### config.mk
export PLATFORM = sky130hd
export DESIGN_NAME = dcache_controller
export DESIGN_NICKNAME = d
export VERILOG_FILES = /design/src/rtl/dcache_controller.sv
export SDC_FILE = /design/constraint.sdc
export NUM_CORES = 1
export LEC_CHECK = 0
export BUFFER_PORTS_ARGS = -buffer_cell sky130_fd_sc_hd__buf_2
export CORE_MARGIN = 2
export CORE_UTILIZATION = 65
export CTS_CLUSTER_DIAMETER = 50
export CTS_CLUSTER_SIZE = 8
export DETAILED_ROUTE_END_ITERATION = 10
export HOLD_SLACK_MARGIN = 0.02
export PLACE_DENSITY = 0.89
export SETUP_SLACK_MARGIN = 0.15
export SYNTH_ARGS = -nofsm -noshare
export SYNTH_HDL_FRONTEND = slang
export SYNTH_SLANG_ARGS = --single-unit
export TNS_END_PERCENT = 20
### constraint.sdc
create_clock -name CLK -period 6.1 [get_ports CLK]
set_clock_uncertainty 0.1 [all_clocks]
set_input_delay 1.22 -clock CLK [delete_from_list [all_inputs] [get_ports CLK]]
set_output_delay 1.22 -clock CLK [all_outputs]
set_load 0.02 [all_outputs]
### src/rtl/dcache_controller.sv
// Direct-mapped, write-back, write-allocate data cache between the CPU load/store
// path and a block-wide data memory; stalls the CPU while a miss is serviced.
module dcache_controller #(
  parameter int INDEX_BITS = 3
) (
  input  logic        CLK,
  input  logic        RESET,
  input  logic        READ,
  input  logic        WRITE,
  input  logic [7:0]  ADDRESS,
  input  logic [7:0]  WRITEDATA,
  output logic [7:0]  READDATA,
  output logic        BUSYWAIT,
  output logic        MEM_READ,
  output logic        MEM_WRITE,
  output logic [5:0]  MEM_ADDRESS,
  output logic [31:0] MEM_WRITEDATA,
  input  logic [31:0] MEM_READDATA,
  input  logic        MEM_BUSYWAIT
);

  localparam int TAG_BITS   = 6 - INDEX_BITS;
  localparam int NUM_BLOCKS = 1 << INDEX_BITS;

  typedef enum logic [1:0] {
    S_IDLE,
    S_WRITEBACK,
    S_ALLOCATE,
    S_UPDATE
  } state_t;

  state_t                r_state;
  logic [NUM_BLOCKS-1:0] r_valid;
  logic [NUM_BLOCKS-1:0] r_dirty;
  logic [TAG_BITS-1:0]   r_tags   [NUM_BLOCKS];
  logic [31:0]           r_blocks [NUM_BLOCKS];
  logic                  r_mem_read;
  logic                  r_mem_write;
  logic [5:0]            r_mem_address;
  logic [31:0]           r_mem_writedata;

  logic [1:0]            w_offset;
  logic [INDEX_BITS-1:0] w_index;
  logic [TAG_BITS-1:0]   w_tag;
  logic                  w_req;
  logic                  w_hit;
  logic [31:0]           w_block;
  logic [4:0]            w_byte_lsb;
  logic [INDEX_BITS-1:0] w_fill_index;
  logic [TAG_BITS-1:0]   w_fill_tag;

  assign w_offset   = ADDRESS[1:0];
  assign w_index    = ADDRESS[2 +: INDEX_BITS];
  assign w_tag      = ADDRESS[7:2+INDEX_BITS];
  assign w_req      = READ | WRITE;
  assign w_hit      = r_valid[w_index] & (r_tags[w_index] == w_tag);
  assign w_block    = r_blocks[w_index];
  assign w_byte_lsb = {w_offset, 3'b000};

  // The fill lands where the outstanding read was aimed, not wherever ADDRESS
  // points now, so a request dropped mid-miss still installs a coherent line.
  assign w_fill_index = r_mem_address[INDEX_BITS-1:0];
  assign w_fill_tag   = r_mem_address[5:INDEX_BITS];

  // A hit in IDLE releases the CPU in the same cycle; every other case stalls.
  assign BUSYWAIT = w_req & ~((r_state == S_IDLE) & w_hit);
  assign READDATA = READ ? w_block[w_byte_lsb +: 8] : 8'h00;

  assign MEM_READ      = r_mem_read;
  assign MEM_WRITE     = r_mem_write;
  assign MEM_ADDRESS   = r_mem_address;
  assign MEM_WRITEDATA = r_mem_writedata;

  // NOTE: sequential state uses non-blocking assignments so every register
  // samples the pre-edge values of the others, independent of statement order.
  always_ff @(posedge CLK) begin
    if (RESET) begin
      // NOTE: tag and block arrays are deliberately left out of reset; the
      // cleared valid bits already make their contents unobservable.
      r_state         <= S_IDLE;
      r_valid         <= '0;
      r_dirty         <= '0;
      r_mem_read      <= 1'b0;
      r_mem_write     <= 1'b0;
      r_mem_address   <= '0;
      r_mem_writedata <= '0;
    end else begin
      case (r_state)
        S_IDLE: begin
          if (w_req && w_hit) begin
            if (WRITE) begin
              r_blocks[w_index][w_byte_lsb +: 8] <= WRITEDATA;
              r_dirty[w_index]                   <= 1'b1;
            end
          end else if (w_req) begin
            if (r_dirty[w_index]) begin
              r_state         <= S_WRITEBACK;
              r_mem_write     <= 1'b1;
              r_mem_address   <= {r_tags[w_index], w_index};
              r_mem_writedata <= w_block;
            end else begin
              r_state       <= S_ALLOCATE;
              r_mem_read    <= 1'b1;
              r_mem_address <= {w_tag, w_index};
            end
          end
        end

        S_WRITEBACK: begin
          if (!MEM_BUSYWAIT) begin
            r_state         <= S_ALLOCATE;
            r_mem_write     <= 1'b0;
            r_mem_read      <= 1'b1;
            r_mem_address   <= {w_tag, r_mem_address[INDEX_BITS-1:0]};
            r_mem_writedata <= '0;
          end
        end

        S_ALLOCATE: begin
          if (!MEM_BUSYWAIT) begin
            r_blocks[w_fill_index] <= MEM_READDATA;
            r_tags[w_fill_index]   <= w_fill_tag;
            r_valid[w_fill_index]  <= 1'b1;
            r_dirty[w_fill_index]  <= 1'b0;
            r_mem_read             <= 1'b0;
            r_mem_address          <= '0;
            r_state                <= S_UPDATE;
          end
        end

        S_UPDATE: r_state <= S_IDLE;

        default: r_state <= S_IDLE;
      endcase
    end
  end

endmodule

### Word level (Yosys, flattened, before mapping)

Memory sizes are Yosys's and may differ from the RTL's.
Cells that the tools add are included.

* output and inout bits: 49
* memories kept: 2
* flip-flop bits (word level): 58
* bits of input ports: 53
* word-level logic and storage cells: 108
* memory bits (writable): 280

Memory list
* r_blocks: words 8, width 32, read ports 1, clocked after memory_dff 0, wr ports 1, RTL line 36 `logic [31:0] r_blocks [NUM_BLOCKS];`
* r_tags: words 8, width 3, read ports 1, clocked after memory_dff 0, wr ports 1, RTL line 35 `logic [TAG_BITS-1:0] r_tags [NUM_BLOCKS];`

* eq/ne operators: 12
* $add $sub $neg: 1
* shift-type cells: 3
* muxes and demuxes: 52
* reduce and logical (&&, ||, !) cells: 15
* bitwise operators: 11
* magnitude comparators: 4

Operators with widths (number)
* $mux W32: 7
* $pmux W32 S2: 1
* $mux W8: 4
* $reduce_or A32 Y1: 1
* $shift A8 B7 Y32 const A: 1
* $shiftx A32 B6 Y8: 1
* $shiftx A8 B7 Y32: 1
* $mux W6: 5
* $mux W1: 20
* $pmux W6 S3: 1
* $or A8 B8 Y8: 2
* $pmux W8 S2: 1
* $reduce_and A5 Y1: 3
* $ne A2 B2 Y1 const B: 6
* $mux W2: 5
* $and A8 B8 Y8: 1
* $lt A3 B4 Y1 const B: 2
* $not A8 Y8: 1
* $pmux W2 S4: 1
* $reduce_and A4 Y1: 2
* $neg A5 Y7: 1
* $bmux W1 S3: 2
* $demux W1 S3: 2
* $ge A3 B1 Y1 const B: 2
* other kinds (16): 25

### Depth between registers and ports, before layout

Gate-level depths: netlist (run 1).

* depth after elaboration: 9
* gate-level depth with buffers: 12
* depth with buffers taken out: 8

### Least setup slack after synthesis (run 1)

Ideal clock, no wire load.

* kind: input -> output
* start: input ADDRESS[4]
* end: output READDATA[1]
* path buffers: 5
* cell stages on the path: 12
* required time: 4.780 ns
* data arrival time: 3.339 ns
* slack: 1.441 ns
* path through: buf_4 buf_4 buf_2 buf_2 buf_4 mux2_2 a22oi_1 nor2_1 a221oi_1 nand2_1 o211ai_1 a21boi_0

* word-level cells in the longest chain between the ends: 3

RTL lines
* start, declared: RTL line 10 `input logic [7:0] ADDRESS,`
* $mem_v2 Z8 W32
* $shiftx A32 B6 Y8: RTL line 67 `assign READDATA = READ ? w_block[w_byte_lsb +: 8] : 8'h00;`
* $mux W8: RTL line 67
* end, declared: RTL line 12 `output logic [7:0] READDATA,`

No other way between the ends.

### Worst setup path after layout (run 1)

* start: input ADDRESS[2]
* end: output READDATA[1]

The elaborated chain is that of the path after synthesis.

==> results.cfg, run 1 <==
[final_layout]
layout-drive-gt1-share_pct = 25.8
final_area_sq_um = 16300
fillers = 1103
layout_commonest_cell = edfxtp_1
finalNetCount = 1102
layout_common_cells = edfxtp_1 (280), buf_2 (99), nor2_1 (65)
final_core_util_pct = 77.4
multi_input_area_sq_um = 4080
finalNonFillerCells = 1352
regArea_sq_um = 9570
antennaDiodeCount = 0
area_growth_pct = 16.8

[synthesis]
yosys.area_share.simple_pct = 5.14
ys_warn_count = 0
postSynthAreaPerCell_sq_um = 15.6
seq_area_frac_synth_pct = 68.5
synth_edf_count = 280
synth_fp_nets = 957
syn-cell-area_sq_um = 14000
synthAdderAreaFrac_pct = 0.806
synth_compound_area_share_pct = 12.7
synth-main-ff-cell = edfxtp_1
ys_ff_latch = 338
syn_inst = 895
synth_top_family_by_area = compound AO/OA/AOI/OAI gates
synth-async-reset-ratio_pct = 0
synth_cell_type_count = 62
synthMuxAreaShare_pct = 10.3
synth-xor-area-share_pct = 0.179

[cts]
clock_latency_ns = 0.54
cts_resized = 0
clk_pin_slew_ns = 0.05
cts_tree = built
h-tree-depth = 2
cts_setup_buffers = 0
root_buffer = clkbuf_16
cts.sinks = 338
cts_hold_buf = 0
numCtsBuffers = 48
clk_path_buf_depth = 3

[global_route]
antenna_found_initial = 2
grt_overflow_total = 0
grt_use_total_pct = 35.6
grt_pass1_vias = 9346
grt_max_degree = 65
grt_pass1_wl_mm = 58.2

[place]
dp.cells = 1265
dpl.hpwl_mm = 24.6
dpl_worst_slack_ns = 0.877
dpl_cell_area_sq_um = 14900
place.gp.congestion = 0.918
port_buffers = 101

[critical_path]
worstSetupPathType = in -> out
critPathArrivalTime_ns = 4.22
end_kind = output port
start_kind = input port
crit_fanout = 64
required_ns = 4.78
rrSetupSlack_ns = 2.28

[route]
routedWlPerCell_um = 29.4
vias = 9784
drt-pass1-iter-count = 8
drc = 0
detail-route-antenna-nets = 0
routed.top_layer = met5
drt-met1-wl_mm = 13.7
wl_met2_mm = 18.2
drt_iter0_markers = 1569
routed_wl_mm = 39.7
vias_per_cell = 7.24
wl_met3_mm = 5.98

[run]
maxCapViolCount = 0

[status]
outcome = completed

[floorplanning]
start_util_pct = 66.3
core_sq_um = 21100
ioPinCount = 102
die_h_um = 151
die_x_um = 151
die_area_sq_um = 22700
rows = 53

[power]
total_power_mw = 5.90
peakVddDrop_uv = 244
p_leak_nw = 5.91
p_per_area_nw_per_um2 = 361

[timing]
setup_slack_ns = 0.565
setup_viol = 0
fin_crit_sh_pct = 90.7
finalCriticalPeriod_ns = 5.54
rsz0062_at_grt = no
fin_hold_ws_ns = 0.355
fmaxAchievable_ghz = 0.181
hold_viol = 0
drv_slew = 0
finalSetupTns_ns = 0
maxSlewHeadroom_pct = 21.5
worstMarginPinSlew_ns = 1.17

[hold_path]
hp-class = reg -> reg
[critical path, cell delays in order]
cell and delay, ns:
buf_4 0.67, nor2b_1 0.79, a22o_1 0.26, a221o_1 0.38
o211ai_1 0.19, a21boi_0 0.36, buf_2 0.24
[flip-flops by register name, summed over array words and instances, names as in the netlist]
signal / count
r_valid: 8
r_dirty: 8
MEM_WRITEDATA: 32
MEM_WRITE: 1
r_blocks: 256
r_state: 2
r_tags: 24
MEM_READ: 1
MEM_ADDRESS: 6
[final timing paths]
kind / end / start / cells after the start
max: READDATA[1] / ADDRESS[2] / 7
min: r_valid[4]$_SDFFE_PP0P_ / r_valid[4]$_SDFFE_PP0P_ / 1
max reg2reg: r_blocks[7][12]$_DFFE_PP_ / r_state[0]$_SDFFE_PP0P_ / 9
min reg2reg: r_valid[4]$_SDFFE_PP0P_ / r_valid[4]$_SDFFE_PP0P_ / 1
[power by group]
group | switching [mW] | internal (mW) | total (mW)
logic | 0.487 | 0.246 | 0.732
registers | 0.0750 | 2.64 | 2.71
clock network | 0.938 | 1.51 | 2.45
total | 1.50 | 4.40 | 5.90
[layer usage]
metal  GRT usage, %  vias to the layer above
met2           54.0                      998
met3           10.7                      187
met4           15.9                        2
met5              0                        -
li1               -                     3899
met1           48.1                     4698
[synth_stat cells, types with 5 or more instances]
| cell type | n | area [sq um] |
|---|---|---|
| nand2_1 | 29 | 109 |
| mux2_2 | 30 | 338 |
| buf_4 | 6 | 45.0 |
| nor3_1 | 8 | 40.0 |
| a31oi_1 | 16 | 100 |
| o22ai_1 | 10 | 62.6 |
| o2bb2ai_1 | 14 | 123 |
| a221oi_1 | 28 | 245 |
| and2_1 | 7 | 43.8 |
| mux2i_1 | 40 | 400 |
| nor2_1 | 66 | 248 |
| dfxtp_1 | 58 | 1160 |
| clkbuf_1 | 23 | 86.3 |
| a22o_1 | 58 | 508 |
| inv_1 | 10 | 37.5 |
| buf_2 | 19 | 95.1 |
| mux4_2 | 31 | 698 |
| a211oi_1 | 10 | 75.1 |
| a21oi_1 | 23 | 115 |
| a221o_1 | 6 | 60.1 |
| nand2b_1 | 7 | 43.8 |
| o21ai_0 | 14 | 70.1 |
| ha_1 | 9 | 113 |
| a22oi_1 | 13 | 97.6 |
| a21o_1 | 9 | 67.6 |
| buf_1 | 5 | 18.8 |
| edfxtp_1 | 280 | 8410 |
| nor2b_1 | 9 | 56.3 |
[cells by family (layout without fill, tap and decap cells)]
group | Yosys count | after routing
muxes | 101 | 101
AOI/OAI and AO/OA | 226 | 226
and+or+nand+nor | 150 | 150
buffers and inverters | 69 | 251
adders and majority gates | 9 | 9
xor gates and xnor gates | 2 | 2
DFF | 338 | 338
[area by class of cell]
cell class / instances / area share, %
flip-flops and latches: 338 / 58.6
multi-input cells: 488 / 25.0
clock buffers: 86 / 8.49
repair buffers: 152 / 5.47
well taps: 275 / 2.11
inverters: 12 / 0.276
clock inverters: 1 / 0.0230
Power figures use the tool's default switching activity.
==> inputs of run 2 (changes only) <==
Settings changed: ABC_AREA set to 1.
==> run 2 against run 1 <==
Synthesized cell count rose by 54%. Fmax rose by 0.33%. Final cell count rose by 32%. Sequential power fell by 3%. Sequential share of layout area fell by 0.95 points. Count of clock-buffer cells in the layout fell by 19. Non-clock buffer count fell by 27. Global-route usage rose by 0.32 points. Combinational power fell by 8.3%. First-iteration DRC count rose by 11%. Critical endpoint is now READDATA[0]. Largest cell class unchanged. Largest power group unchanged. Highest routed layer is now met4.
==> results.cfg, run 2 <==
[timing]
rsz0062_at_grt = no
finalCriticalPeriod_ns = 5.52
drv_slew = 0
fin_crit_sh_pct = 90.4
maxSlewHeadroom_pct = 16.9
worstMarginPinSlew_ns = 1.23
setup_viol = 0
finalSetupTns_ns = 0
hold_viol = 0
fmaxAchievable_ghz = 0.181

[final_layout]
multi_input_area_sq_um = 4270
area_growth_pct = 14.0
fillers = 1345
layout_commonest_cell = nand2_1
final_area_sq_um = 16600
regArea_sq_um = 9570
max_flop_register = r_blocks
layout-drive-gt1-share_pct = 15.1
largest_register_ffs = 256
antennaDiodeCount = 0
finalNetCount = 1545
layout_common_cells = nand2_1 (368), edfxtp_1 (280), nand3_1 (121)

[cts]
numCtsBuffers = 48
cts_setup_buffers = 0
clock_latency_ns = 0.56
cts_tree = built
cts.sinks = 338
cts_hold_buf = 0
cts_resized = 0
h-tree-depth = 2
root_buffer = clkbuf_16
clk_pin_slew_ns = 0.05
clk_path_buf_depth = 3

[global_route]
grt_pass1_vias = 11205
grt_pass1_wl_mm = 63.7
grt_overflow_total = 0
grt_use_total_pct = 35.9
use_met2_pct = 54.7
antenna_found_initial = 1
met1_usage_pct = 46.1
grt.busiest_layer = met2
grt_max_degree = 53
met3_usage_pct = 12.3

[synthesis]
ys_ff_latch = 338
synth_cell_type_count = 41
ys_warn_count = 0
syn-cell-area_sq_um = 14500
yosys-top-cells-area = edfxtp_1 (58%), nand2_1 (9.5%), dfxtp_1 (8.0%), nand3_1 (4.2%), a21oi_1 (3.0%)
synth-main-ff-cell = edfxtp_1
syn_inst = 1374
synthTopCellsByCount = nand2_1 (368), edfxtp_1 (280), nand3_1 (121), nor2_1 (89), a21oi_1 (87)
synth-async-reset-ratio_pct = 0
yosys.area.top_type = edfxtp_1
synth.most_common_cell = nand2_1
synth_top_area_share_pct = 57.8
postSynthAreaPerCell_sq_um = 10.6
synth_fp_nets = 1436
synth_edf_count = 280
seq_area_frac_synth_pct = 65.8

[floorplanning]
rows = 54
start_util_pct = 66.5
die_h_um = 154
core_sq_um = 21900
ioPinCount = 102
die_x_um = 154
die_area_sq_um = 23600

[route]
routed_wl_mm = 43.0
drt_iter0_markers = 1740
vias = 11705
drc = 0
vias_per_cell = 6.57
drt-pass1-iter-count = 9
routedWlPerCell_um = 24.1
detail-route-antenna-nets = 0

[critical_path]
worstSetupPathType = in -> out
path_cells = buf_2, inv_4, nor2_2, buf_4, nand2_1, o2111ai_1, o21ai_0, o21ai_0, nand2_1, a21oi_1, buf_2
cpPeakStageDelay_ns = 0.65
ff2ff_path_depth = 10
setup.worst_path.end = READDATA[0]
rrSetupSlack_ns = 1.82
worstReg2RegEnd = r_blocks[3][25]$_DFFE_PP_
end_kind = output port
required_ns = 4.78
reg2reg_from = r_state[0]$_SDFFE_PP0P_
critPathArrivalTime_ns = 4.20
crit_start = ADDRESS[2]
start_kind = input port
crit_fanout = 36
crit_slowest_cell = nor2_2

[place]
dpl.hpwl_mm = 27.5
dpl_cell_area_sq_um = 15200
place.gp.congestion = 0.977
port_buffers = 101

[power]
internal_power_mw = 4.23
peakVddDrop_uv = 217
total_power_mw = 5.72
p_per_area_nw_per_um2 = 345
netSwitchingPower_mw = 1.50
p_leak_nw = 6.32
seq_power_share_pct = 46.1
pwr-share-comb_pct = 11.7
switching_share_pct = 26.2
power_frac_clock_pct = 42.1

[status]
outcome = completed

[hold_path]
hp-class = reg -> reg

[run]
maxCapViolCount = 0
-- run 2: final cells by class --
type,count,area share (%)
clock buffers,67,7.93
flip-flops and latches,338,57.7
repair buffers,125,4.13
inverters,100,2.28
well taps,280,2.11
multi-input cells,870,25.7
clock inverters,2,0.143
-- run 2: logic make-up after synthesis --
logic type	count (synthesis)	synth area share, %
adders and majority gates	9	0.774
AOI/OAI and AO/OA	231	9.88
buffers and inverters	166	4.94
and+or+nand+nor	630	18.6
DFF	338	65.8
-- run 2: worst max-delay path, delay by kind of cell --
kind	cells	cell delay (ns)
buffers and inverters	4	1.44
AO/OA/AOI/OAI	4	0.64
AND/OR/NAND/NOR	3	0.86
-- run 2: routing by layer --
layer  part of all wire [%]  wire length (um)
met3                     16              6990
met5                      0                 0
met1                     34             14500
met4                    5.7              2450
met2                     44             19000
-- run 2: through the flow --
stage	util, %	hold slack (ns)	worst slack [ns]	std cells
after floorplan	-	0.328	1.91	1374
after detailed placement	69.7	0.351	0.874	1713
after global placement	69.7	0.341	0.989	1713
after global routing	75.8	0.378	0.644	1782
after CTS	75.8	0.357	0.836	1782
final	75.8	0.356	0.583	1782
-- run 2: power groups by stage --
stage	Sequential, mW	Clock (mW)	Combinational (mW)
final	2.64	2.41	0.671
after global routing	2.65	2.49	0.714
after CTS	2.64	2.41	0.639
after detailed placement	2.68	0	0.630
after global placement	2.68	0	0.615
after floorplan	2.69	0	0.398
-- run 2: worst min-delay path by stage --
stage	from	endpoint	slack (ns)	depth (start not counted)
floorplan	r_valid[3]$_SDFFE_PP0P_	r_valid[3]$_SDFFE_PP0P_	0.33	2
global placement	r_valid[5]$_SDFFE_PP0P_	r_valid[5]$_SDFFE_PP0P_	0.34	2
detailed placement	MEM_WRITEDATA[28]$_SDFFE_PP0P_	MEM_WRITEDATA[28]$_SDFFE_PP0P_	0.35	2
CTS	MEM_WRITEDATA[28]$_SDFFE_PP0P_	MEM_WRITEDATA[28]$_SDFFE_PP0P_	0.36	2
global route	MEM_WRITEDATA[28]$_SDFFE_PP0P_	MEM_WRITEDATA[28]$_SDFFE_PP0P_	0.38	2
finish	MEM_WRITEDATA[28]$_SDFFE_PP0P_	MEM_WRITEDATA[28]$_SDFFE_PP0P_	0.36	2
==> inputs of run 3 (changes only) <==
Settings changed: BUFFER_PORTS_ARGS -buffer_cell sky130_fd_sc_hd__buf_2 to unset, CORE_UTILIZATION 65 to 40, DONT_BUFFER_PORTS set to 1, PLACE_DENSITY 0.89 to 0.58.
==> run 3 against run 2 <==
Register-to-register slack gained 0.27 ns. Cell area shrank 1.4%. The run now ends with capacitance limit, slew limit left. Sequential power is essentially flat.
==> results.cfg, run 3 (same netlist as run 2, synthesis figures left out) <==
[timing]
fin_crit_sh_pct = 82.4
fmaxAchievable_ghz = 0.199
rsz0062_at_grt = no
setup_slack_ns = 1.08
finalSetupTns_ns = 0
maxSlewHeadroom_pct = -1.73
setup_viol = 0
hold_viol = 0
drv_slew = 9
worstMarginPinSlew_ns = 1.51
finalCriticalPeriod_ns = 5.02
fin_hold_ws_ns = 0.357

[route]
drt_iter0_markers = 1289
vias_per_cell = 5.64
vias = 10481
routedWlPerCell_um = 23.7
routed_wl_mm = 44.1
drt-pass1-iter-count = 5
drc = 0
detail-route-antenna-nets = 0

[critical_path]
path_cells = inv_2, nand2_2, nor2_4, inv_2, o221ai_1, nor3_1, nand3b_1, a21oi_1
cpPeakStageDelay_ns = 0.71
cp_common_cell = inv_2
critPathArrivalTime_ns = 3.70
setup.worst_path.end = READDATA[4]
worstSetupPathType = in -> out
crit_fanout = 24
end_kind = output port
crit_slowest_cell = nor2_4
crit_start = ADDRESS[3]
required_ns = 4.78
crit_cells = 8
rrSetupSlack_ns = 2.09
worst_path_dominant_cell_family = simple AND/OR/NAND/NOR gates
start_kind = input port
worstReg2RegEnd = r_blocks[4][22]$_DFFE_PP_
ff2ff_path_depth = 9
path_buf_inv = 2
reg2reg_from = r_state[0]$_SDFFE_PP0P_

[final_layout]
multi_input_area_sq_um = 4270
finalNetCount = 1438
layout-drive-gt1-share_pct = 8.80
max_flop_register = r_blocks
layout_commonest_cell = nand2_1
fillers = 3328
area_growth_pct = 12.4
layout_common_cells = nand2_1 (368), edfxtp_1 (280), nand3_1 (121)
final_area_sq_um = 16400
antennaDiodeCount = 0
largest_register_ffs = 256
finalNonFillerCells = 1859
final_core_util_pct = 45.9
regArea_sq_um = 9570

[status]
outcome = complete, but fails checks
violations = capacitance limit, slew limit

[place]
dp.cells = 1785
dpl.hpwl_mm = 30.4
dpl_worst_slack_ns = 1.10
dpl_cell_area_sq_um = 14900
place.gp.congestion = 0.909
port_buffers = 0

[global_route]
grt_overflow_total = 0
grt_pass1_vias = 10048
grt_pass1_wl_mm = 65.6
grt_use_total_pct = 23.3
antenna_found_initial = 1
grt_max_degree = 54

[cts]
clk_pin_slew_ns = 0.05
cts_setup_buffers = 0
cts_tree = built
root_buffer = clkbuf_16
cts.sinks = 338
cts_hold_buf = 0
numCtsBuffers = 50
clock_latency_ns = 0.57
h-tree-depth = 2
cts_resized = 0
clk_path_buf_depth = 3

[run]
maxCapViolCount = 1

[power]
total_power_mw = 5.77
p_per_area_nw_per_um2 = 353
p_leak_nw = 5.87
peakVddDrop_uv = 207

[floorplanning]
start_util_pct = 40.8
die_area_sq_um = 37900
ioPinCount = 102
die_h_um = 195
rows = 69
core_sq_um = 35700
die_x_um = 195

[hold_path]
hp-class = reg -> reg
[run 3: changes by cell type in the layout (fill, tap and decap cells not counted), sizes merged]
cell | before | now
buf | 125 | 16
clkbuf | 67 | 68
inv | 96 | 97
clkinvlp | 1 | 0
clkinv | 5 | 9
[run 3: how the worst min path moves through the flow]
stage / from / end / depth (start not counted)
after floorplan: r_valid[3]$_SDFFE_PP0P_ / r_valid[3]$_SDFFE_PP0P_ / 2
after global placement: r_valid[5]$_SDFFE_PP0P_ / r_valid[5]$_SDFFE_PP0P_ / 2
final: r_valid[4]$_SDFFE_PP0P_ / r_valid[4]$_SDFFE_PP0P_ / 2
after global routing: r_valid[3]$_SDFFE_PP0P_ / r_valid[3]$_SDFFE_PP0P_ / 2
after CTS: r_valid[4]$_SDFFE_PP0P_ / r_valid[4]$_SDFFE_PP0P_ / 2
after detailed placement: r_valid[4]$_SDFFE_PP0P_ / r_valid[4]$_SDFFE_PP0P_ / 2
[run 3: layer usage]
metal | track usage [%] | vias to the layer above | routed length (um)
met2 | 35.7 | 542 | 19700
met5 | 0 | - | 0
met4 | 8.35 | 0 | 1420
met1 | 32.7 | 5059 | 18700
li1 | - | 4793 | -
met3 | 4.86 | 87 | 4280
[run 3: worst reg2reg max path, cell delays in order, from the launching register on]
cell,delay [ns]
dfxtp_1,0.37
inv_1,0.08
ha_1,0.37
inv_1,0.36
nor2_1,0.09
nand2_1,0.20
buf_4,0.37
clkinv_1,0.27
buf_4,0.33
o21ai_0,1.07
[run 3: cell type report]
type                    count  share of cell area, %
clock buffers              68                   8.19
clock inverters             6                  0.650
inverters                 100                   2.31
multi-input cells         870                   26.1
flip-flops and latches    338                   58.5
well taps                 461                   3.53
repair buffers             16                  0.734
[run 3: power breakdown]
group          switching (mW)  internal (mW)  leakage [nW]
Sequential             0.0738           2.59          3.05
Combinational           0.447          0.136          2.12
Clock                   0.994           1.52         0.695
